File: config.mk
export PLATFORM = sky130hd
export DESIGN_NAME = idct_1d_8pt
export DESIGN_NICKNAME = d
export VERILOG_FILES = /design/src/rtl/idct_pkg.sv /design/src/rtl/idct_mac_lane.sv /design/src/rtl/idct_1d_8pt.sv
export SDC_FILE = /design/constraint.sdc
export NUM_CORES = 2
export LEC_CHECK = 0
export CAP_MARGIN = 20
export CORE_UTILIZATION = 38
export CTS_BUF_LIST = sky130_fd_sc_hd__clkbuf_8
export DETAILED_ROUTE_END_ITERATION = 8
export PLACE_DENSITY = 0.61
export SLEW_MARGIN = 20
export SYNTH_ARGS = -nofsm -noshare
export SYNTH_HDL_FRONTEND = slang
export SYNTH_SLANG_ARGS = --single-unit
export TNS_END_PERCENT = 50
File: constraint.sdc
create_clock -name clk -period 11.3 [get_ports clk]
set_input_delay 1.695 -clock clk [delete_from_list [all_inputs] [get_ports clk]]
set_output_delay 1.695 -clock clk [all_outputs]
set_load 0.01 [all_outputs]
File: src/rtl/idct_pkg.sv
// Shared types, defaults and constant helpers for the 8-point 1-D IDCT.
// Provides the cosine ROM generator idct_coe(), saturate() and sample type.
package idct_pkg;

    localparam int DATA_WIDTH_DEF = 10;
    localparam int COE_WIDTH_DEF  = 12;

    typedef logic signed [DATA_WIDTH_DEF-1:0] idct_sample_t;

    typedef enum logic {
        ST_IDLE,
        ST_DRAIN
    } drain_st_t;

    // cos(m*pi/16) in Q2.30, m = 0..8
    function automatic longint cos_q30(input int m);
        longint v;
        case (m)
            0:       v = 64'sd1073741824;
            1:       v = 64'sd1053110176;
            2:       v = 64'sd992008094;
            3:       v = 64'sd892783698;
            4:       v = 64'sd759250125;
            5:       v = 64'sd596538995;
            6:       v = 64'sd410903207;
            7:       v = 64'sd209476638;
            default: v = 64'sd0;
        endcase
        return v;
    endfunction

    // round(c(k)*cos((2n+1)k*pi/16) * 2^(cw-1)), symmetric rounding.
    // c(0)*cos(0) = cos(pi/4), so the DC column reuses entry 4.
    function automatic int idct_coe(input int n, input int k,
                                    input int cw = COE_WIDTH_DEF);
        int     m;
        bit     neg;
        longint mag;
        longint half;
        neg = 1'b0;
        if (k == 0) begin
            m = 4;
        end else begin
            m = ((2 * n + 1) * k) % 32;
        end
        if (m > 16) m = 32 - m;
        if (m > 8) begin
            m   = 16 - m;
            neg = 1'b1;
        end
        mag  = cos_q30(m);
        half = 64'sd1 <<< (30 - cw);
        mag  = (mag + half) >>> (31 - cw);
        return neg ? -int'(mag) : int'(mag);
    endfunction

    function automatic longint saturate(input longint v, input int dw);
        longint hi;
        longint lo;
        hi = (64'sd1 <<< (dw - 1)) - 64'sd1;
        lo = -hi - 64'sd1;
        if (v > hi) return hi;
        else if (v < lo) return lo;
        return v;
    endfunction

endpackage

File: src/rtl/idct_mac_lane.sv
// One IDCT output lane: ROM column lookup, multiply, accumulate-with-load.
// Ports: k_i coefficient index, x_i coefficient, en_i accept, sum_o next acc.
module idct_mac_lane
    import idct_pkg::*;
#(
    parameter int N          = 0,
    parameter int DATA_WIDTH = DATA_WIDTH_DEF,
    parameter int COE_WIDTH  = COE_WIDTH_DEF,
    parameter int ACC_WIDTH  = DATA_WIDTH_DEF + COE_WIDTH_DEF + 3
) (
    input  logic                         clk,
    input  logic                         rst_n,
    input  logic [2:0]                   k_i,
    input  logic signed [DATA_WIDTH-1:0] x_i,
    input  logic                         en_i,
    output logic signed [ACC_WIDTH-1:0]  sum_o
);

    localparam int PW = DATA_WIDTH + COE_WIDTH;

    logic signed [COE_WIDTH-1:0] rom [8];
    logic signed [COE_WIDTH-1:0] coe;
    logic signed [PW-1:0]        prod;
    logic signed [ACC_WIDTH-1:0] acc_q;
    logic signed [ACC_WIDTH-1:0] acc_d;

    for (genvar k = 0; k < 8; k++) begin : g_rom
        assign rom[k] = COE_WIDTH'(idct_coe(N, k, COE_WIDTH));
    end

    assign coe  = rom[k_i];
    assign prod = PW'(x_i) * PW'(coe);

    // k==0 loads instead of adding, so blocks need no clear cycle
    always_comb begin
        acc_d = acc_q + ACC_WIDTH'(prod);
        if (k_i == 3'd0) acc_d = ACC_WIDTH'(prod);
    end

    always_ff @(posedge clk or negedge rst_n) begin
        if (!rst_n) begin
            acc_q <= '0;
        end else if (en_i) begin
            acc_q <= acc_d;
        end
    end

    // includes the current product so the top can load x[7]'s block at once
    assign sum_o = acc_d;

endmodule

File: src/rtl/idct_1d_8pt.sv
// Streaming 8-point 1-D IDCT: serial X[0..7] in, serial x[0..7] out.
// Ports: in_data/in_valid in, out_data/out_valid/out_last out.
// IDCT_SOB_EN adds in_sob (force k=0) and sync_err (partial block dropped).
module idct_1d_8pt
    import idct_pkg::*;
#(
    parameter int DATA_WIDTH = DATA_WIDTH_DEF,
    parameter int COE_WIDTH  = COE_WIDTH_DEF
) (
    input  logic                         clk,
    input  logic                         rst_n,
    input  logic signed [DATA_WIDTH-1:0] in_data,
    input  logic                         in_valid,
    output logic signed [DATA_WIDTH-1:0] out_data,
    output logic                         out_valid,
    output logic                         out_last
`ifdef IDCT_SOB_EN
   ,input  logic                         in_sob,
    output logic                         sync_err
`endif
);

    localparam int ACC_WIDTH = DATA_WIDTH + COE_WIDTH + 3;

    localparam logic signed [ACC_WIDTH-1:0] RND =
        {{(ACC_WIDTH-COE_WIDTH){1'b0}}, 1'b1, {(COE_WIDTH-1){1'b0}}};

    logic [2:0] k_q;
    logic [2:0] k_d;
    logic [2:0] k_eff;
    logic       sob_hit;
    logic       blk_done;

`ifdef IDCT_SOB_EN
    logic err_q;
    logic err_d;

    assign sob_hit = in_valid & in_sob;
    assign err_d   = sob_hit & (k_q != 3'd0);

    always_ff @(posedge clk or negedge rst_n) begin
        if (!rst_n) begin
            err_q <= 1'b0;
        end else begin
            err_q <= err_d;
        end
    end

    assign sync_err = err_q;
`else
    assign sob_hit = 1'b0;
`endif

    assign k_eff    = sob_hit ? 3'd0 : k_q;
    assign k_d      = in_valid ? k_eff + 3'd1 : k_q;
    assign blk_done = in_valid & (k_eff == 3'd7);

    always_ff @(posedge clk or negedge rst_n) begin
        if (!rst_n) begin
            k_q <= 3'd0;
        end else begin
            k_q <= k_d;
        end
    end

    logic signed [ACC_WIDTH-1:0]  sum [8];
    logic signed [DATA_WIDTH-1:0] smp [8];

    for (genvar n = 0; n < 8; n++) begin : g_lane
        logic signed [ACC_WIDTH-1:0] rnd;

        idct_mac_lane #(
            .N          (n),
            .DATA_WIDTH (DATA_WIDTH),
            .COE_WIDTH  (COE_WIDTH),
            .ACC_WIDTH  (ACC_WIDTH)
        ) u_lane (
            .clk   (clk),
            .rst_n (rst_n),
            .k_i   (k_eff),
            .x_i   (in_data),
            .en_i  (in_valid),
            .sum_o (sum[n])
        );

        assign rnd    = (sum[n] + RND) >>> COE_WIDTH;
        assign smp[n] = DATA_WIDTH'(saturate(64'(rnd), DATA_WIDTH));
    end

    drain_st_t state_q;
    drain_st_t state_d;
    logic [2:0] cnt_q;
    logic [2:0] cnt_d;
    logic signed [DATA_WIDTH-1:0] sh_q [8];
    logic signed [DATA_WIDTH-1:0] sh_d [8];

    always_ff @(posedge clk or negedge rst_n) begin
        if (!rst_n) begin
            state_q <= ST_IDLE;
            cnt_q   <= 3'd0;
            for (int i = 0; i < 8; i++) sh_q[i] <= '0;
        end else begin
            state_q <= state_d;
            cnt_q   <= cnt_d;
            for (int i = 0; i < 8; i++) sh_q[i] <= sh_d[i];
        end
    end

    // a new block may load on the same edge that retires x[7]
    always_comb begin
        state_d = state_q;
        cnt_d   = cnt_q;
        unique case (state_q)
            ST_IDLE: begin
                if (blk_done) begin
                    state_d = ST_DRAIN;
                    cnt_d   = 3'd0;
                end
            end
            ST_DRAIN: begin
                if (blk_done) begin
                    cnt_d = 3'd0;
                end else if (cnt_q == 3'd7) begin
                    state_d = ST_IDLE;
                    cnt_d   = 3'd0;
                end else begin
                    cnt_d = cnt_q + 3'd1;
                end
            end
            default: begin
                state_d = ST_IDLE;
                cnt_d   = 3'd0;
            end
        endcase
    end

    always_comb begin
        for (int i = 0; i < 8; i++) sh_d[i] = sh_q[i];
        if (blk_done) begin
            for (int i = 0; i < 8; i++) sh_d[i] = smp[i];
        end else if (state_q == ST_DRAIN) begin
            for (int i = 0; i < 7; i++) sh_d[i] = sh_q[i+1];
            sh_d[7] = '0;
        end
    end

    always_comb begin
        out_valid = (state_q == ST_DRAIN);
        out_last  = (state_q == ST_DRAIN) && (cnt_q == 3'd7);
        out_data  = sh_q[0];
    end

endmodule

==> run_results.csv <==
group,metric,value,unit
sta,fin_crit_sh,0.949,
sta,rsz0062_at_grt,"no",
job,maxCapViolCount,0,
setup_path,reg2reg_setup_slack,0.58,ns
sta,finClkSkew,0.0616,ns
drt,wire_per_inst,21.4,um
drt,drc,12,
min_path,min_path_type,"register to register",
sta,hold_violations,0,
clocking,clk_pin_slew_worst_paths,0.07,ns
drt,ant_nets,0,
sta,worstMarginPinSlew,1.02,ns
clocking,post_cts_buffers,0,
setup_path,r2r_cells,36,
outcome,status,"complete, but fails checks",
drt,drt_iter0_drc,5161,
drt,routed_wl,210000,um
drt,vias_per_cell,5.53,
sta,tns,0,ns
clocking,htree_num_levels,2,
synthesis,synth_edf_count,0,
finish,drive_gt1_frac,0.0613,
placed_design,placed_cells,9673,
setup_path,arrival,11.31,ns
placed_design,io_buffers,24,
die,num_rows,149,
synthesis,synth_nets,9067,
grt,grt_pass1_vias,54229,
clocking,clock_path_buffers,3,
die,core-area,165000,um2
grt,grt_max_degree,148,
drt,vias,54190,
clocking,root_buffer,"clkbuf_8",
die,dieWidth,410,um
synthesis,synthTopCellsByArea,"fa_1, ha_1, dfrtp_1",
placed_design,gp_congestion,1.01,
setup_path,cpMostUsedCell,"inv_1",
sta,max_freq,93.3,MHz
synthesis,yosys-top-cells-count,"inv_1, fa_1, nand2_1",
synthesis,synth_top_area_cell,"fa_1",
setup_path,worstReg2RegEnd,"sh_q[3]",
die,initial_core_util,0.383,
grt,grt_overflow_total,0,
finish,stdcell_count,9793,
synthesis,yosysMostFrequentCell,"inv_1",
synthesis,synth_top_area_frac,0.261,
setup_path,timing.rr.start,"k_eff[1]",
setup_path,end_kind,"register",
synthesis,yosys_register_bits,287,
synthesis,ys.flop_type,"dfrtp_1",
placed_design,placed_area,66500,um2
synthesis,avgSynthCellArea,8.36,um2
grt,grt_pass1_wl,324000,um
drt,drtPass1Iterations,8,
synthesis,synth_cells,7567,
setup_path,crit_path_start,"k_eff[1]",
sta,period_minus_slack,10.72,ns
grt,antenna_found_initial,8,
outcome,violations,"design-rule violations",
finish,postLayoutCellArea,67800,um2
synthesis,synth_cell_types,115,
synthesis,yosysWarnings,0,
setup_path,setup.worst_path.end,"sh_q[3]",
finish,syn2layout_area_growth,7.26,%
setup_path,crit_type,"register to register",
setup_path,crit_path_max_fanout,13,
setup_path,startpoint_type,"register",
finish,fill_cells,16726,
setup_path,cpPeakStageDelay,0.59,ns
sta,setup_viol,0,
sta,drv_slew,0,
setup_path,slowest_stage,"ha_1",
setup_path,worstPathRequired,11.89,ns
clocking,cts_sinks,287,
die,die_area,168000,um2
min_path,min_from,"sh_q[24]",
synthesis,seq_area_frac_synth,0.114,
sta,max_slew_margin,0.316,
synthesis,synthArstFlopShare,1.00,
die,io_pins,25,
clocking,cts_made_buffers,61,
grt,track_usage,0.249,
die,die_y,410,um
synthesis,syn_area,63200,um2
finish,final_core_util,0.411,
clocking,cts_tree,"done",
finish,nNetsFinal,9047,
clocking,clk_latency,0.79,ns
clocking,hold_buffers,0,
placed_design,dp_hpwl,170000,um
[through the flow]
step	setup slack, ns	hold slack (ns)
after global routing	0.0625	0.527
final	0.581	0.491
after global placement	0.366	0.472
after detailed placement	0.291	0.481
after CTS	0.457	0.496
after floorplan	0.525	0.455
[critical path: cells and delay by family, from the launching register on]
kind | cells | cell delay [ns]
xor gates and xnor gates | 1 | 0.24
and+or+nand+nor | 11 | 2.50
buffers and inverters | 8 | 0.94
adders and majority gates | 8 | 3.84
AOI/OAI and AO/OA | 8 | 2.61
DFF | 1 | 0.38
[flip-flops by register name, summed over array words and instances (netlist names)]
register	cells
cnt_q	3
g_lane.u_lane.acc_q	200
k_eff	3
out_data	10
out_valid	1
sh_q	70
[timing repair]
action | 4_1_cts | 5_1_grt
hold endpoints to repair | 0 | 0
gates resized for setup | 0 | 5
endpoints found under the setup margin | 0 | 21
[cell families (layout without fill, tap and decap cells)]
group	Yosys count	count (layout)	share of synthesized area
buffers and inverters	1535	1565	0.0930
other	0	7	0
adders and majority gates	1487	1487	0.392
xor gates and xnor gates	351	351	0.0488
and+or+nand+nor	2215	2215	0.169
muxes	147	147	0.0244
DFF	287	287	0.114
AOI/OAI and AO/OA	1545	1545	0.159
[layout by cell type, fill, tap and decap left out, drive strengths merged, types with 69 or more instances in the layout]
master and count:
inv 1267, buf 181, o21a 69, xor2 102, xnor2 248, nor3 94
and2 263, nor2b 81, fa 826, nor2 530, a21o 115, o21ai 266
mux2i 91, o211ai 81, ha 661, dfrtp 287, clkbuf 79, a21oi 528
and3 80, nand2 728, a211oi 92, nand2b 101, nand3 126
[worst min path at each step]
stage / end / slack [ns] / depth (start not counted)
floorplan: sh_q[50] / 0.46 / 2
global placement: sh_q[28] / 0.47 / 2
detailed placement: g_lane[1].u_lane.acc_q[10] / 0.48 / 1
CTS: g_lane[1].u_lane.acc_q[10] / 0.50 / 1
global route: g_lane[1].u_lane.acc_q[10] / 0.53 / 1
finish: sh_q[24] / 0.49 / 2
[final cells by class]
cell class | instances | area, um2 | share of cell area
multi-input combinational | 5745 | 50200 | 0.740
antenna | 7 | 17.5 | 0.000258
clock inverter | 34 | 258 | 0.00380
sequential | 287 | 7190 | 0.106
clock buffer | 79 | 1090 | 0.0160
inverter | 1259 | 4730 | 0.0697
tap | 2189 | 2740 | 0.0404
timing repair buffer | 193 | 1610 | 0.0237
[layer usage]
metal  wire length, um  vias to the layer above  track usage
met5                57                        -            0
met4              8820                       10       0.0899
met3             18100                      412       0.0502
met2             92500                     2006        0.389
met1             90100                    26742        0.339
li1                  -                    25020            -
Power is not shown: default switching activity piles up to over one toggle a cycle in this logic, so the estimate is an artifact.
